$ cat src/rtl/tangram_pkg.sv
// Shared definitions for the tangram key control slice.
// Holds the move-direction bit positions, the piece count, the default timing
// constants for a 40 MHz clock, the auto-repeat state encoding and a small
// wrap-around increment helper for the piece index.
package tangram_pkg;

    // Bit positions inside the one-hot move strobe
    localparam int MV_UP    = 0;
    localparam int MV_DOWN  = 1;
    localparam int MV_LEFT  = 2;
    localparam int MV_RIGHT = 3;

    localparam int NUM_PIECES = 7;

    // Default timing at 40 MHz: 20 ms debounce, 0.4 s repeat delay, 50 ms repeat period
    localparam int DEF_DEB_CYCLES     = 800000;
    localparam int DEF_REPEAT_DELAY   = 16000000;
    localparam int DEF_REPEAT_PERIOD  = 2000000;
    localparam int DEF_KEY_ACTIVE_LOW = 1;

    typedef enum logic [1:0] {
        RP_IDLE   = 2'd0,
        RP_DELAY  = 2'd1,
        RP_REPEAT = 2'd2
    } rp_state_e;

    // Increment a piece index, wrapping to 0 once the last piece is reached
    function automatic logic [2:0] wrap_inc(input logic [2:0] idx, input logic [2:0] last);
        logic [2:0] nxt;
        if (idx >= last) begin
            nxt = 3'd0;
        end else begin
            nxt = idx + 3'd1;
        end
        return nxt;
    endfunction

endpackage

$ cat src/rtl/tangram_key_debounce.sv
// Single-key conditioning: 2-FF synchronizer, polarity normalisation to
// active-high "pressed", counter debounce, rising-edge press detect and an
// optional auto-repeat FSM.
// Ports:
//   clk_40m  - system clock
//   rst_n    - asynchronous active-low reset
//   key_raw  - raw asynchronous button level
//   evt      - one-cycle event (press, or auto-repeat tick when REPEAT_EN=1);
//              decoded from registers, registered again by the caller
module tangram_key_debounce
    import tangram_pkg::*;
#(
    parameter int DEB_CYCLES     = DEF_DEB_CYCLES,
    parameter int REPEAT_DELAY   = DEF_REPEAT_DELAY,
    parameter int REPEAT_PERIOD  = DEF_REPEAT_PERIOD,
    parameter int KEY_ACTIVE_LOW = DEF_KEY_ACTIVE_LOW,
    parameter int REPEAT_EN      = 0
) (
    input  logic clk_40m,
    input  logic rst_n,
    input  logic key_raw,
    output logic evt
);

    localparam int DEB_W  = (DEB_CYCLES > 1) ? $clog2(DEB_CYCLES) : 1;
    localparam int RP_MAX = (REPEAT_DELAY > REPEAT_PERIOD) ? REPEAT_DELAY : REPEAT_PERIOD;
    localparam int RP_W   = (RP_MAX > 1) ? $clog2(RP_MAX) : 1;

    localparam logic [DEB_W-1:0] DEB_LAST   = DEB_W'(DEB_CYCLES - 1);
    localparam logic [RP_W-1:0]  DELAY_LAST = RP_W'(REPEAT_DELAY - 1);
    localparam logic [RP_W-1:0]  PER_LAST   = RP_W'(REPEAT_PERIOD - 1);
    // Raw level of a released key; the synchronizer resets to it so a key held
    // through reset is seen as a fresh press and must be re-debounced
    localparam logic REL_LVL = (KEY_ACTIVE_LOW != 0) ? 1'b1 : 1'b0;

    logic             sync1_r;
    logic             sync2_r;
    logic             level_r;
    logic             level_d_r;
    logic [DEB_W-1:0] deb_cnt_r;
    rp_state_e        rp_state_r;
    logic [RP_W-1:0]  rp_cnt_r;

    logic pressed_s;
    logic press_s;
    logic rp_pulse_s;

    assign pressed_s = (KEY_ACTIVE_LOW != 0) ? ~sync2_r : sync2_r;
    assign press_s   = level_r & ~level_d_r;
    assign evt       = press_s | rp_pulse_s;

    // Two-flop synchronizer for the asynchronous button
    always_ff @(posedge clk_40m or negedge rst_n) begin
        if (!rst_n) begin
            sync1_r <= REL_LVL;
            sync2_r <= REL_LVL;
        end else begin
            sync1_r <= key_raw;
            sync2_r <= sync1_r;
        end
    end

    // Debounce: accept a new level only after it has persisted DEB_CYCLES cycles
    always_ff @(posedge clk_40m or negedge rst_n) begin
        if (!rst_n) begin
            level_r   <= 1'b0;
            level_d_r <= 1'b0;
            deb_cnt_r <= '0;
        end else begin
            level_d_r <= level_r;
            if (pressed_s == level_r) begin
                deb_cnt_r <= '0;
            end else if (deb_cnt_r == DEB_LAST) begin
                level_r   <= pressed_s;
                deb_cnt_r <= '0;
            end else begin
                deb_cnt_r <= deb_cnt_r + DEB_W'(1);
            end
        end
    end

    // Repeat tick decode; a tick is suppressed once the accepted level has dropped
    always_comb begin
        rp_pulse_s = 1'b0;
        case (rp_state_r)
            RP_DELAY:  rp_pulse_s = level_r && (rp_cnt_r == DELAY_LAST);
            RP_REPEAT: rp_pulse_s = level_r && (rp_cnt_r == PER_LAST);
            default:   rp_pulse_s = 1'b0;
        endcase
    end

    // Auto-repeat FSM; stays in RP_IDLE for keys built without repeat
    always_ff @(posedge clk_40m or negedge rst_n) begin
        if (!rst_n) begin
            rp_state_r <= RP_IDLE;
            rp_cnt_r   <= '0;
        end else begin
            case (rp_state_r)
                RP_IDLE: begin
                    rp_cnt_r <= '0;
                    if (press_s && (REPEAT_EN != 0)) begin
                        rp_state_r <= RP_DELAY;
                    end else begin
                        rp_state_r <= RP_IDLE;
                    end
                end
                RP_DELAY: begin
                    if (!level_r) begin
                        rp_state_r <= RP_IDLE;
                        rp_cnt_r   <= '0;
                    end else if (rp_cnt_r == DELAY_LAST) begin
                        rp_state_r <= RP_REPEAT;
                        rp_cnt_r   <= '0;
                    end else begin
                        rp_cnt_r <= rp_cnt_r + RP_W'(1);
                    end
                end
                RP_REPEAT: begin
                    if (!level_r) begin
                        rp_state_r <= RP_IDLE;
                        rp_cnt_r   <= '0;
                    end else if (rp_cnt_r == PER_LAST) begin
                        rp_cnt_r <= '0;
                    end else begin
                        rp_cnt_r <= rp_cnt_r + RP_W'(1);
                    end
                end
                default: begin
                    rp_state_r <= RP_IDLE;
                    rp_cnt_r   <= '0;
                end
            endcase
        end
    end

endmodule

$ cat src/rtl/tangram_key_ctrl.sv
// Upstream control for the tangram shape renderers: six debounced buttons
// become a one-hot piece select, a one-cycle rotate strobe and a one-hot,
// one-cycle move strobe with auto-repeat on the four direction keys.
// Ports:
//   clk_40m   - 40 MHz clock
//   rst_n     - asynchronous active-low reset
//   key_up/key_down/key_left/key_right/key_rot/key_sel - raw buttons
//   select    - one-hot enable of the controlled piece
//   sel_idx   - binary index of the controlled piece
//   rotate    - one-cycle rotate strobe
//   move      - one-hot one-cycle move strobe (0 up, 1 down, 2 left, 3 right)
module tangram_key_ctrl
    import tangram_pkg::*;
#(
    parameter int DEB_CYCLES     = DEF_DEB_CYCLES,
    parameter int REPEAT_DELAY   = DEF_REPEAT_DELAY,
    parameter int REPEAT_PERIOD  = DEF_REPEAT_PERIOD,
    parameter int KEY_ACTIVE_LOW = DEF_KEY_ACTIVE_LOW,
    parameter int NUM_PIECES     = tangram_pkg::NUM_PIECES
) (
    input  logic                  clk_40m,
    input  logic                  rst_n,
    input  logic                  key_up,
    input  logic                  key_down,
    input  logic                  key_left,
    input  logic                  key_right,
    input  logic                  key_rot,
    input  logic                  key_sel,
    output logic [NUM_PIECES-1:0] select,
    output logic [2:0]            sel_idx,
    output logic                  rotate,
    output logic [3:0]            move
);

    localparam int KEY_ROT = 4;
    localparam int KEY_SEL = 5;
    localparam logic [NUM_PIECES-1:0] PIECE0     = {{(NUM_PIECES-1){1'b0}}, 1'b1};
    localparam logic [2:0]            LAST_PIECE = 3'(NUM_PIECES - 1);

    logic [5:0]            keys_s;
    logic [5:0]            evt_s;
    logic [3:0]            move_nxt_s;
    logic                  rotate_nxt_s;
    logic [2:0]            sel_idx_nxt_s;
    logic [NUM_PIECES-1:0] select_nxt_s;

    logic [NUM_PIECES-1:0] select_r;
    logic [2:0]            sel_idx_r;
    logic                  rotate_r;
    logic [3:0]            move_r;

    // Index 0..3 line up with the move bit positions
    assign keys_s = {key_sel, key_rot, key_right, key_left, key_down, key_up};

    for (genvar i = 0; i < 6; i++) begin : g_key
        tangram_key_debounce #(
            .DEB_CYCLES    (DEB_CYCLES),
            .REPEAT_DELAY  (REPEAT_DELAY),
            .REPEAT_PERIOD (REPEAT_PERIOD),
            .KEY_ACTIVE_LOW(KEY_ACTIVE_LOW),
            .REPEAT_EN     ((i < 4) ? 1 : 0)
        ) u_key (
            .clk_40m(clk_40m),
            .rst_n  (rst_n),
            .key_raw(keys_s[i]),
            .evt    (evt_s[i])
        );
    end

    // Arbitration, select advance and the sel collision blanking
    always_comb begin
        move_nxt_s    = 4'b0000;
        rotate_nxt_s  = evt_s[KEY_ROT];
        sel_idx_nxt_s = sel_idx_r;
        select_nxt_s  = select_r;
        // Fixed priority; losing directions in the same cycle are dropped
        if (evt_s[MV_UP]) begin
            move_nxt_s[MV_UP] = 1'b1;
        end else if (evt_s[MV_DOWN]) begin
            move_nxt_s[MV_DOWN] = 1'b1;
        end else if (evt_s[MV_LEFT]) begin
            move_nxt_s[MV_LEFT] = 1'b1;
        end else if (evt_s[MV_RIGHT]) begin
            move_nxt_s[MV_RIGHT] = 1'b1;
        end else begin
            move_nxt_s = 4'b0000;
        end
        // A piece switch blanks this cycle's steps so neither piece receives a stray one
        if (evt_s[KEY_SEL]) begin
            sel_idx_nxt_s = wrap_inc(sel_idx_r, LAST_PIECE);
            select_nxt_s  = PIECE0 << sel_idx_nxt_s;
            move_nxt_s    = 4'b0000;
            rotate_nxt_s  = 1'b0;
        end else begin
            sel_idx_nxt_s = sel_idx_r;
            select_nxt_s  = select_r;
        end
    end

    // Output registers
    always_ff @(posedge clk_40m or negedge rst_n) begin
        if (!rst_n) begin
            select_r  <= PIECE0;
            sel_idx_r <= 3'd0;
            rotate_r  <= 1'b0;
            move_r    <= 4'b0000;
        end else begin
            select_r  <= select_nxt_s;
            sel_idx_r <= sel_idx_nxt_s;
            rotate_r  <= rotate_nxt_s;
            move_r    <= move_nxt_s;
        end
    end

    assign select  = select_r;
    assign sel_idx = sel_idx_r;
    assign rotate  = rotate_r;
    assign move    = move_r;

endmodule

$ cat config.mk
export PLATFORM = sky130hd
export DESIGN_NAME = tangram_key_ctrl
export DESIGN_NICKNAME = d
export VERILOG_FILES = /design/src/rtl/tangram_pkg.sv /design/src/rtl/tangram_key_debounce.sv /design/src/rtl/tangram_key_ctrl.sv
export SDC_FILE = /design/constraint.sdc
export NUM_CORES = 1
export LEC_CHECK = 0
export CAP_MARGIN = 20
export CORE_MARGIN = 5
export CORE_UTILIZATION = 65
export CTS_CLUSTER_DIAMETER = 120
export DETAILED_ROUTE_END_ITERATION = 12
export GPL_TIMING_DRIVEN = 0
export PLACE_DENSITY = 0.95
export SYNTH_ARGS = -nofsm -noshare
export SYNTH_HDL_FRONTEND = slang
export SYNTH_SLANG_ARGS = --single-unit
$ cat constraint.sdc
create_clock -name clk_40m -period 5.15 [get_ports clk_40m]
set_input_delay 0.7725 -clock clk_40m [delete_from_list [all_inputs] [get_ports clk_40m]]
set_output_delay 0.7725 -clock clk_40m [all_outputs]
set_load 0.01 [all_outputs]
# Yosys cells after proc, flatten, opt, wreduce, memory -nomap -nowiden
# Cells that the tools add are included.
classes:
  reduce_logical: 28
  bitwise_logic: 30
  magnitude_cmp: 1
  shift: 1
  add_sub_neg: 13
  muxes: 87
  div_mod_pow: 0
  eq_ne: 48
  multipliers: 0
ops:
  columns: ["op", "n"]
  rows:
  - ["two-way mux 24 bit", 24]
  - ["case mux 24 bit (2 select lines)", 6]
  - ["two-way mux 20 bit", 12]
  - ["adder 24 x 1 -> 24 bit, second input constant", 6]
  - ["== test 24 x 21 -> 1 bit, second input constant", 6]
  - ["== test 24 bit, second input constant", 6]
  - ["adder 20 x 1 -> 20 bit, second input constant", 6]
  - ["== test 20 bit, second input constant", 6]
  - ["two-way mux 2 bit", 19]
  - ["case mux 2 bit (3 select lines)", 4]
  - ["AND reduction 2 bit", 12]
  - ["inequality test 3 bit, second input constant", 6]
  - ["inverter 1 bit", 18]
  - ["== test 2 x 1 -> 1 bit, second input constant", 6]
  - ["== test 2 bit, second input constant", 6]
  - ["logical AND 1 bit", 12]
  - ["inequality test 2 bit, second input constant", 6]
  - ["case mux 1 bit (2 select lines)", 6]
  - ["two-way mux 1 bit", 10]
  - ["two-way mux 3 bit", 3]
  - ["logical NOT 2 bit", 4]
  - ["case mux 2 bit (2 select lines)", 2]
  - ["left shift 1 x 3 -> 7 bit, first input constant", 1]
  - ["bitwise AND 1 bit", 6]
  - ["5 further kinds", 15]
word_totals:
  latchBits: 0
  memories: 0
  out_inout_bits: 15
  ram_bits: 0
  romBits: 0
  elab_cells: 254
  in_bits: 8
  reg_bits: 315

# Logic depth before layout (Yosys ltp)
depth:
  ltp_word: 9
  ltp_mapped: 9
  depth_no_buf: 8

# Hierarchy
# From an unflattened synthesis, not the netlist that was laid out.
hier_totals:
  cells_unflattened: 1362
  area_unflattened_um2: 13743.2
by_module_without_submodules:
  columns: ["module", "cells_each", "n_inst", "area_per_inst_um2", "seq_area_each_um2"]
  rows:
  - ["tangram_key_debounce (g_key[0].u_key ...)", 269, 4, 2683.8, 1253.7]
  - ["tangram_key_debounce (g_key[5].u_key)", 114, 1, 1169.9, 603.1]
  - ["tangram_key_debounce (g_key[4].u_key)", 114, 1, 1162.4, 603.1]
  - ["tangram_key_ctrl", 58, 1, 675.6, 376.6]

# Worst setup path before layout
# No wires, ideal clock.
synth_path:
  path_kind: "register to register"
  start: "reg g_key[0].u_key.rp_cnt_r[0]"
  end: "reg g_key[0].u_key.rp_cnt_r[15]"
  setup_time_ps: 119
  n_path_buf: 1
  required_ps: 5031
  arrival_time_ps: 1806
  path_stages_with_launch: 9
  setup_slack_ps: 3225
  period_less_slack_ps: 1925
  cell_sequence: "dfrtp_1 -> ha_1 -> and4_4 -> nand4_4 -> o41ai_1 -> o21ai_1 -> nand3_2 -> buf_4 -> nor2_1"
synth_via:
  elab_chain_cells: 4
  elab_cells_between_ends: 8
  classes_between: "add/sub: 1; eq/ne: 2; mux: 5"
synth_rtl:
  columns: ["item", "line", "rtl"]
  rows:
  - ["start: declaration", "tangram_key_debounce.sv:42", "logic [RP_W-1:0] rp_cnt_r;"]
  - ["start signal: assignment", "tangram_key_debounce.sv:115", "rp_cnt_r <= rp_cnt_r + RP_W'(1);"]
  - ["start signal: assignment", "tangram_key_debounce.sv:125", "rp_cnt_r <= rp_cnt_r + RP_W'(1);"]
  - ["adder 24 x 1 -> 24 bit, or another cell as far along", "tangram_key_debounce.sv:115, tangram_key_debounce.sv:125", null]
  - ["two-way mux 24 bit, on equally long branches", "tangram_key_debounce.sv:122, tangram_key_debounce.sv:111", null]
  - ["two-way mux 24 bit, on equally long branches", "tangram_key_debounce.sv:119, tangram_key_debounce.sv:108", null]
  - ["case mux 24 bit (2 select lines) (*)", "tangram_key_debounce.sv:98", "case (rp_state_r)"]
# Every way passes the cells marked *; elsewhere a longest branch is shown, timed or not.
# A chain may end at the register's enable or synchronous reset.

# Final worst setup path
layout_path:
  start: "reg g_key[1].u_key.rp_cnt_r[0]"
  end: "reg move_r[3] (netlist: move[3])"
layout_via:
  elab_chain_cells: 7
  elab_cells_between_ends: 9
  classes_between: "eq/ne: 2; mux: 4; bitwise: 1; reduce/logical: 2"
layout_rtl:
  columns: ["item", "line", "rtl"]
  rows:
  - ["start: declaration", "tangram_key_debounce.sv:42", null]
  - ["start signal: assignment", "tangram_key_debounce.sv:115", null]
  - ["start signal: assignment", "tangram_key_debounce.sv:125", null]
  - ["== test 24 x 21 -> 1 bit / == test 24 bit (equally long branches)", "tangram_key_debounce.sv:87, tangram_key_debounce.sv:86", null]
  - ["logical AND 1 bit, on equally long branches", "tangram_key_debounce.sv:87, tangram_key_debounce.sv:86", null]
  - ["case mux 1 bit (2 select lines) (*)", "tangram_key_debounce.sv:85", "case (rp_state_r)"]
  - ["OR 1 bit (*)", "tangram_key_debounce.sv:50", "assign evt = press_s | rp_pulse_s;"]
  - ["two-way mux 2 bit (*)", "tangram_key_ctrl.sv:79", "end else if (evt_s[MV_DOWN]) begin"]
  - ["two-way mux 3 bit (*)", "tangram_key_ctrl.sv:77", "if (evt_s[MV_UP]) begin"]
  - ["two-way mux 4 bit (*)", "tangram_key_ctrl.sv:89", "if (evt_s[KEY_SEL]) begin"]
  - ["via move_nxt_s[3]", "tangram_key_ctrl.sv:42", "logic [3:0] move_nxt_s;"]
  - ["end signal: assignment", "tangram_key_ctrl.sv:111", "move_r <= move_nxt_s;"]
  - ["end: declaration", "tangram_key_ctrl.sv:50", "logic [3:0] move_r;"]
# Mark *: on every way through the listed nets, which the timed path passes. The rest lies on a longest branch.

==> metrics <==
status=completed; Place WS=2.758 ns; RSZ-0062 raised after global routing=no; share of the synthesized area in the top cell type=50.09%; final worst slack=2.577 ns; syn_area_per_cell=9.850 um^2; number of flops mapped to enable cells by yosys=0; routed via count=9468; CTS Buf Count=26; gr usage total=25.05%; yosys warns=0; Die H=148.6 um; synthesized area=0.01249 mm^2; asr flop ratio synth=100.0%; Worst EP required=5.57 ns; worst slew pin tran=0.7725 ns; crit-path max FO=7; synthesized net count=1299; Unique masters post-synth=52; post-route cell area=0.01400 mm^2; # clock sinks=263; first-pass GRT wire length=46.25 mm; FF+latch count, synth=263; layout cells sized above 1=7.015%; Relative slew margins=48.02%; Seq/Total Area, Yosys=52.83%; Setup crit end kind=flop; Fillers=1119; Highest Clock Rate=388.7 MHz; Top FF cell, synth=dfrtp_1; cell with the most instances after synthesis=nor2_1; met2 usage in global routing=42.83%; top cells by count, synth=nor2_1 (285), dfrtp_1 (250), xor2_1 (119); IO Pins=23; Leak=5.934 nW; maximum VDD drop=279.8 uV; M1 GR Usage=32.68%; Final TNS setup=0 ns; Pwr Density=299.6 mW/mm^2; # resized after CTS=0; HPWL Detailed=16.06 mm; post-route ant nets=0; clock root cell=clkbuf_16; clock slew seen by the registers of the worst setup and hold paths=0.06 ns; Initial DRC Count=915; DRC=0; Worst Path Class, Setup=reg -> reg; I/O Buffers=22; insertion delay to the later sink of the worst-skew pair=0.53 ns; aggregate global routing overflow=0; Starting Density=66.33%; Syn Inst Count=1268; Register Area=0.006598 mm^2; CTS Buffer Depth=3; nets=1351; Routed wire per std cell=16.86 um; Pre-Repair DR Iteration Count=5; Setup Viol. Count Final=0; ant diodes=0; total of max-cap violations=0; Slew Limit Fails=0; initial antenna violation count=0; footprint of the multi-input gates=0.005560 mm^2; top post-synthesis cells by area=dfrtp_1 (50%), nor2_1 (8.6%), xor2_1 (8.3%); fin crit period=2.573 ns; core area=0.01883 mm^2; Critical Path Source Type=flop; Hold Fails Final Rpt=0; drt via density=5.918; htree depth=1; placed cell area=0.01310 mm^2; area grow syn2layout=12.13%; vias in the first global route=9633; met3 global-route usage=3.656%; post-synth top area cell=dfrtp_1; gr busiest metal=met2; Die Span X=148.6 um; die outline area=0.02209 mm^2; final WL=26.98 mm; Core Rows=50; Critical Path AT=3.00 ns; Post-CTS Setup Bufs=0; Clock Skew=0.008685 ns; hold buffers post-CTS=0; routability cong.=0.8391; Final Cycle Share=49.96%; fin util=74.37%; Worst Hold Class=in -> async; CTS tree=built; largest net degree at the start of global routing=133
-- critical path, cell delays in order, from the launching register on --
cell       delay [ns]
dfrtp_1          0.40
ha_1             0.27
and4_1           0.24
clkbuf_1         0.21
nand4_1          0.16
o21ai_0          0.09
o21ai_0          0.42
o2111ai_1        0.36
a211oi_1         0.33
-- area by class of cell --
cell class | instances | share of cell area [%]
plain buffers | 28 | 1.242
clock inverters | 8 | 0.8219
well taps | 260 | 2.323
repair buffers | 24 | 2.001
clock buffers | 40 | 5.673
flip-flops and latches | 263 | 47.11
multi-input cells | 935 | 39.70
inverters | 42 | 1.126
-- registers in the layout (all words and copies together) (netlist names) --
register,flops
g_key.u_key.rp_cnt_r,96
g_key.u_key.level_d_r,6
g_key.u_key.sync2_r,6
g_key.u_key.deb_cnt_r,120
select,7
move,4
g_key.u_key.rp_state_r,8
g_key.u_key.level_r,6
g_key.u_key.sync1_r,6
sel_idx,3
rotate,1
-- worst paths after layout --
check	slack, ns	cells past startpoint	start	endpoint
setup / recovery	2.58	8	g_key[1].u_key.rp_cnt_r[0]	move[3]
hold / removal	0.18	1	rst_n	g_key[3].u_key.deb_cnt_r[4]
setup reg to reg	2.58	8	g_key[1].u_key.rp_cnt_r[0]	move[3]
hold reg to reg	0.35	0	g_key[3].u_key.sync1_r	g_key[3].u_key.sync2_r
max in group asynchronous	3.99	2	rst_n	select[2]
min in group clk_40m	0.35	0	g_key[3].u_key.sync1_r	g_key[3].u_key.sync2_r
-- report_power, final --
part           switching, mW  internal [mW]
clock                  0.785           1.21
sequential            0.0169           2.09
combinational         0.0689         0.0292
-- through the flow --
| step | std cells | hold slack, ns | total power [mW] |
|---|---|---|---|
| final | 1600 | 0.1826 | 4.195 |
| after global routing | 1600 | 0.2185 | 4.307 |
| after CTS | 1600 | 0.1857 | 4.206 |
| after detailed placement | 1552 | 0.3468 | 2.237 |
| after global placement | 1550 | 0.3456 | 2.229 |
| after floorplan | 1268 | 0.3452 | 2.174 |
-- layout by cell type, fill, tap and decap left out, drive strengths merged, types with 5 or more instances in the layout --
cell type	netlist	final
a21oi	9	9
and2	6	6
and3	39	39
and4	16	16
buf	21	24
clkbuf	7	47
clkdlybuf4s50	0	21
clkinv	0	5
dfrtp	250	250
dfstp	13	13
ha	23	23
inv	42	42
mux2i	5	5
nand2	90	90
nand2b	6	6
nand3	93	93
nand4	40	40
nor2	286	286
nor2b	5	5
nor3	33	33
nor4	17	17
nor4b	6	6
o21ai	16	16
or2	9	9
xnor2	83	83
xor2	119	119
-- routing by layer --
layer	part of all wire, %	up-vias
li1	-	4350
met1	41	4619
met2	50	386
met3	5.9	113
met4	3.7	0
met5	0	-
-- cells by family (layout without fill, tap and decap cells) --
family / after synthesis / count (layout) / share of synthesized area (%)
AND/OR/NAND/NOR: 662 / 662 / 25.35
flip-flops: 263 / 263 / 52.83
XOR/XNOR: 202 / 202 / 14.17
buffers and inverters: 70 / 142 / 2.655
AO/OA/AOI/OAI: 42 / 42 / 2.214
adder cells (fa/ha/maj): 23 / 23 / 2.304
multiplexers: 6 / 6 / 0.4909
Power figures use the tool's default switching activity.
